`src/rtl/header_word_tx.sv`:
```
// header_word_tx: sends a 512-bit block header as sixteen 32-bit words to a
// downstream word FIFO. Word 0 (bits [511:480]) goes first. After each block
// the module waits IDLE_GAP idle cycles before it accepts the next header.
//
// Ports:
//   clk_wr       write-domain clock; all logic runs on its rising edge
//   rst          asynchronous, active-high reset
//   hdr_valid    upstream offers a header
//   hdr_data     512-bit header; it is sampled only on the capture edge
//   hdr_ready    registered; high while idle and able to accept a header
//   fifo_full    downstream backpressure; a word is issued only when it is 0
//   wr_en        registered word write strobe
//   data_out     registered word; valid when wr_en=1, holds otherwise
//   busy         registered; high in any state other than IDLE
//   blocks_sent  16-bit count of fully sent blocks; wraps from 0xFFFF to 0
//   nonce_iters  (NONCE_SWEEP_EN only) number of repetitions, where 0 means 1
//
// Build option: define NONCE_SWEEP_EN to send each header nonce_iters times.
// Before each resend, word 15 is incremented by 1.
module header_word_tx #(
  parameter int unsigned IDLE_GAP = 2
) (
  input  logic         clk_wr,
  input  logic         rst,
  input  logic         hdr_valid,
  input  logic [511:0] hdr_data,
`ifdef NONCE_SWEEP_EN
  input  logic [31:0]  nonce_iters,
`endif
  output logic         hdr_ready,
  input  logic         fifo_full,
  output logic         wr_en,
  output logic [31:0]  data_out,
  output logic         busy,
  output logic [15:0]  blocks_sent
);

  localparam int unsigned HDR_W  = 512;
  localparam int unsigned WORD_W = 32;
  localparam int unsigned IDX_W  = 4;
  localparam int unsigned GAP_W  = (IDLE_GAP > 1) ? $clog2(IDLE_GAP) : 1;

  typedef enum logic [1:0] {IDLE, SEND, GAP} state_t;

  state_t             state;
  logic [HDR_W-1:0]   hdr_q;
  logic [IDX_W-1:0]   idx;
  logic [GAP_W-1:0]   gap_cnt;
  logic               more_reps;
  logic [HDR_W-1:0]   hdr_rot;
  logic [HDR_W-1:0]   hdr_rot_inc;

  // The header is rotated one word per issue, so the current word is always
  // in the top slot. After 16 issues the original order is restored.
  assign hdr_rot     = {hdr_q[HDR_W-WORD_W-1:0], hdr_q[HDR_W-1 -: WORD_W]};
  assign hdr_rot_inc = {hdr_q[HDR_W-WORD_W-1:0], hdr_q[HDR_W-1 -: WORD_W] + WORD_W'(1)};

`ifdef NONCE_SWEEP_EN
  logic [31:0] reps_left;
  assign more_reps = (reps_left > 32'd1);
`else
  assign more_reps = 1'b0;
`endif

  // Sequencer: capture, word issue under backpressure, gap, repeat
  always_ff @(posedge clk_wr or posedge rst) begin
    if (rst) begin
      state       <= IDLE;
      hdr_q       <= '0;
      idx         <= '0;
      gap_cnt     <= '0;
      hdr_ready   <= 1'b0;
      wr_en       <= 1'b0;
      data_out    <= '0;
      busy        <= 1'b0;
      blocks_sent <= '0;
`ifdef NONCE_SWEEP_EN
      reps_left   <= '0;
`endif
    end else begin
      wr_en <= 1'b0;
      case (state)
        IDLE: begin
          hdr_ready <= 1'b1;
          busy      <= 1'b0;
          if (hdr_valid && hdr_ready) begin
            hdr_q     <= hdr_data;
            idx       <= '0;
            state     <= SEND;
            hdr_ready <= 1'b0;
            busy      <= 1'b1;
`ifdef NONCE_SWEEP_EN
            reps_left <= (nonce_iters == 32'd0) ? 32'd1 : nonce_iters;
`endif
          end
        end

        SEND: begin
          if (!fifo_full) begin
            wr_en    <= 1'b1;
            data_out <= hdr_q[HDR_W-1 -: WORD_W];
            idx      <= idx + IDX_W'(1);
            if (idx == IDX_W'(15)) begin
              // The last word goes out; idx wraps to 0 for any resend.
              blocks_sent <= blocks_sent + 16'd1;
              hdr_q       <= more_reps ? hdr_rot_inc : hdr_rot;
              gap_cnt     <= '0;
              if (IDLE_GAP != 0) begin
                state <= GAP;
              end else if (more_reps) begin
`ifdef NONCE_SWEEP_EN
                reps_left <= reps_left - 32'd1;
`endif
                state <= SEND;
              end else begin
                state     <= IDLE;
                hdr_ready <= 1'b1;
                busy      <= 1'b0;
              end
            end else begin
              hdr_q <= hdr_rot;
            end
          end
        end

        GAP: begin
          gap_cnt <= gap_cnt + GAP_W'(1);
          if (gap_cnt == GAP_W'(IDLE_GAP - 1)) begin
            if (more_reps) begin
`ifdef NONCE_SWEEP_EN
              reps_left <= reps_left - 32'd1;
`endif
              idx   <= '0;
              state <= SEND;
            end else begin
              state     <= IDLE;
              hdr_ready <= 1'b1;
              busy      <= 1'b0;
            end
          end
        end

        default: state <= IDLE;
      endcase
    end
  end

endmodule

```
`config.mk`:
```
export PLATFORM = sky130hd
export DESIGN_NAME = header_word_tx
export DESIGN_NICKNAME = d
export VERILOG_FILES = /design/src/rtl/header_word_tx.sv
export SDC_FILE = /design/constraint.sdc
export NUM_CORES = 2
export LEC_CHECK = 0
export CAP_MARGIN = 20
export CORE_AREA = 2 2 227 229
export CTS_CLUSTER_DIAMETER = 120
export DETAILED_ROUTE_END_ITERATION = 6
export DIE_AREA = 0 0 229 231
export GPL_ROUTABILITY_DRIVEN = 1
export HOLD_SLACK_MARGIN = 0.05
export PLACE_DENSITY = 0.78
export SLEW_MARGIN = 20
export SYNTH_ARGS = -nofsm -noshare
export SYNTH_HDL_FRONTEND = slang
export SYNTH_SLANG_ARGS = --single-unit
```
`constraint.sdc`:
```
create_clock -name clk_wr -period 27.5 [get_ports clk_wr]
set_clock_uncertainty 0.15 [all_clocks]
set_input_delay 8.25 -clock clk_wr [delete_from_list [all_inputs] [get_ports clk_wr]]
set_output_delay 8.25 -clock clk_wr [all_outputs]
set_load 0.05 [all_outputs]
```
==> run summary <==
CP cell instances - clkdlybuf4s50_1, nand2b_1, a21oi_4, buf_12, buf_4, buf_4, nor2_1, a31oi_1
First-pass GRT wire length - 129 mm
Wire per inst - 20.9 um
Share of Yosys cell area claimed by the top area cell type - 55.9%
DRT Pass-1 Iters - 7
Overall Power - 3.87 mW
Placed cell area - 30900 um2
P_leak - 14.1 nW
Top cell by count, worst path - buf_4
Worst Path Buf+Inv - 4
Post-Synth XOR/XNOR Area - 0.583%
Synth Area in Adders - 0.0980%
Synth cell count leaders - nand2_1 (1037), dfrtp_1 (570), nor2_1 (518)
GRT Util Overall - 31.9%
Fill cells - 4211
Routed vias - 23352
Period utilisation layout - 43.1%
Clock buffer depth - 3
I/O Buffers - 566
Final ANT Viol Nets - 0
Slowest CP cell - buf_4
Die height - 231 um
Total of max-cap violations - 0
I/O pin count - 567
CP endpoint kind - register
RSZ-0062 raised after global routing - no
Synth cell types - 34
Post-Syn Area per Cell - 8.60 um2
Worst vdd ir - 81.0 uV
Initial core utilization - 50.4%
Via-per-instance ratio - 5.64
Vias in the first global route - 22278
Post-synthesis sequential area ratio - 55.9%
Post-synthesis mux area share - 1.46%
Die W - 229 um
Dominant synthesized flop cell - dfrtp_1
Largest net degree at the start of global routing - 291
CTS hold repair buffers - 0
Worst hold-check path type - register to register
Synth Area in Compound Gates - 12.8%
CTS tree - built
Total die area - 52900 um2
CP Class - input port to register
Post-synth ARST share - 100%
Fmax - 0.0844 GHz
Slew Viols, Final - 0
Critical path peak fanout - 271
Mapped cell area - 25500 um2
Post-synth EDFFs - 0
Most common cell in the synthesized netlist - nand2_1
Final Cell Area - 33000 um2
Synth top area cells - dfrtp_1 (56%), nand2_1 (15%), a31oi_1 (13%)
Final instance count without filler cells - 4137
H-tree levels - 2
FP Rows - 83
Min Tclk post-route - 11.84 ns
Synthesized instance count - 2967
WP data required - 27.88 ns
Initial antenna violation count - 29
Layout cells sized above 1 - 4.40%
Synth area leader - dfrtp_1
Dpl hpwl - 60.6 mm
# DRC - 0
Worst Path Arrival - 12.23 ns
Worst rel slew slack - 26.7%
Startpoint Class - input port
Gp weighted congestion - 0.936
Root Driver - clkbuf_16
Clock-pin slew on the worst setup and hold paths - 0.06 ns
Post-CTS Resized - 0
TNS Setup - 0 ns
Syn nets - 3485
CP max stage delay - 0.95 ns
Final #Nets - 3901
TritonCTS Sinks - 570
Post-Synth Simple-Gate Area - 23.7%
Final Hold Viols - 0
Largest family of logic cells by synthesized area - simple AND/OR/NAND/NOR gates
Initial DRC count - 2864
Actual slew at the worst max-slew pin - 1.10 ns
WL final - 86.5 mm
Final setup viols - 0
Post-CTS Setup Repair Bufs - 0
Power per cell area - 117 nW/um2
Grt ovf - 0
Area of the core - 50700 um2
Area Overhead vs Synth - 29.3%
Clock Latency Late Sink - 0.63 ns
Synthesis-stage register bit count - 570
Cts bufs inserted - 59
Dpl cells - 3998
Top delay family on crit path - buffers and inverters
Status - finished clean
Yosys warns - 0
==> placed cells by master, fill, tap and decap left out, types with 2 or more instances in the layout <==
cell type | netlist | final
clkdlybuf4s50_1 | 0 | 566
clkbuf_1 | 78 | 18
nor3_1 | 4 | 4
mux2_2 | 33 | 33
xnor2_1 | 10 | 10
a31oi_1 | 512 | 512
xor2_1 | 7 | 7
clkbuf_8 | 0 | 10
buf_4 | 13 | 11
clkinv_2 | 0 | 11
o21ai_0 | 4 | 4
clkbuf_16 | 0 | 60
or3_1 | 2 | 2
nor2_1 | 518 | 518
nand2_1 | 1037 | 1037
buf_12 | 0 | 5
ha_1 | 2 | 2
dfrtp_1 | 570 | 570
diode_2 | 0 | 29
buf_6 | 44 | 4
buf_16 | 0 | 3
nand4_1 | 10 | 10
nor4_1 | 3 | 3
bufinv_16 | 0 | 5
inv_1 | 5 | 4
==> per-layer routing <==
layer	track usage (%)	vias up	routed length (um)
met5	0	-	0
met4	16.7	0	4420
met3	6.20	198	7010
met2	48.3	1150	39600
met1	43.7	11259	35500
li1	-	10745	-
==> layout make-up <==
class	instances	area, um2	share of cell area [%]
antenna	29	72.6	0.220
clock buffer	88	1710	5.17
clock inverter	18	230	0.698
inverter	5	26.3	0.0796
multi-input combinational	2158	9880	29.9
sequential	570	14300	43.2
tap	680	851	2.58
timing repair buffer	589	5980	18.1
==> cell families (layout without fill, tap and decap cells) <==
| kind of cell | Yosys count | count (layout) |
|---|---|---|
| compound gates | 520 | 520 |
| mux | 33 | 33 |
| simple gates | 1586 | 1586 |
| other cells | 0 | 29 |
| buf+inv | 239 | 700 |
| xor+xnor | 17 | 17 |
| flops | 570 | 570 |
| fa+ha+maj | 2 | 2 |
==> path summary, 6_finish.rpt <==
path                                            startpoint                    endpoint  slack [ns]  cells past startpoint
worst max-delay path                             fifo_full      hdr_q[305]$_DFFE_PP0P_       15.66                      8
worst min-delay path            blocks_sent[8]$_DFFE_PP0P_  blocks_sent[8]$_DFFE_PP0P_        0.35                      1
worst max register to register        state[0]$_DFFE_PP0P_      hdr_q[305]$_DFFE_PP0P_       23.18                      7
worst min register to register  blocks_sent[8]$_DFFE_PP0P_  blocks_sent[8]$_DFFE_PP0P_        0.35                      1
max in group asynchronous                              rst    data_out[19]$_DFFE_PP0P_       16.69                      5
min in group asynchronous                              rst      hdr_q[273]$_DFFE_PP0P_        7.86                      2
==> per-stage QoR <==
| step | utilization [%] | worst slack [ns] | hold slack (ns) |
|---|---|---|---|
| floorplan | - | 3.16 | 0.350 |
| global placement | 60.9 | 14.82 | 0.336 |
| detailed placement | 60.9 | 14.70 | 0.331 |
| CTS | 64.7 | 15.39 | 0.342 |
| global route | 65.1 | 15.38 | 0.365 |
| finish | 65.1 | 15.66 | 0.352 |
==> state kept, by name, indices dropped and copies added (netlist names) <==
name         cells
blocks_sent     16
busy             1
data_out        32
gap_cnt          1
hdr_q          512
hdr_ready        1
idx              4
state            2
wr_en            1
==> power breakdown <==
| group | switching [mW] | internal, mW | leakage (nW) | total, mW |
|---|---|---|---|---|
| clock network | 0.338 | 0.473 | 0.958 | 0.811 |
| registers | 0.275 | 1.24 | 6.21 | 1.51 |
| logic | 1.00 | 0.544 | 6.96 | 1.55 |
| total | 1.61 | 2.25 | 14.1 | 3.87 |
(Power assumes the default switching activity.)
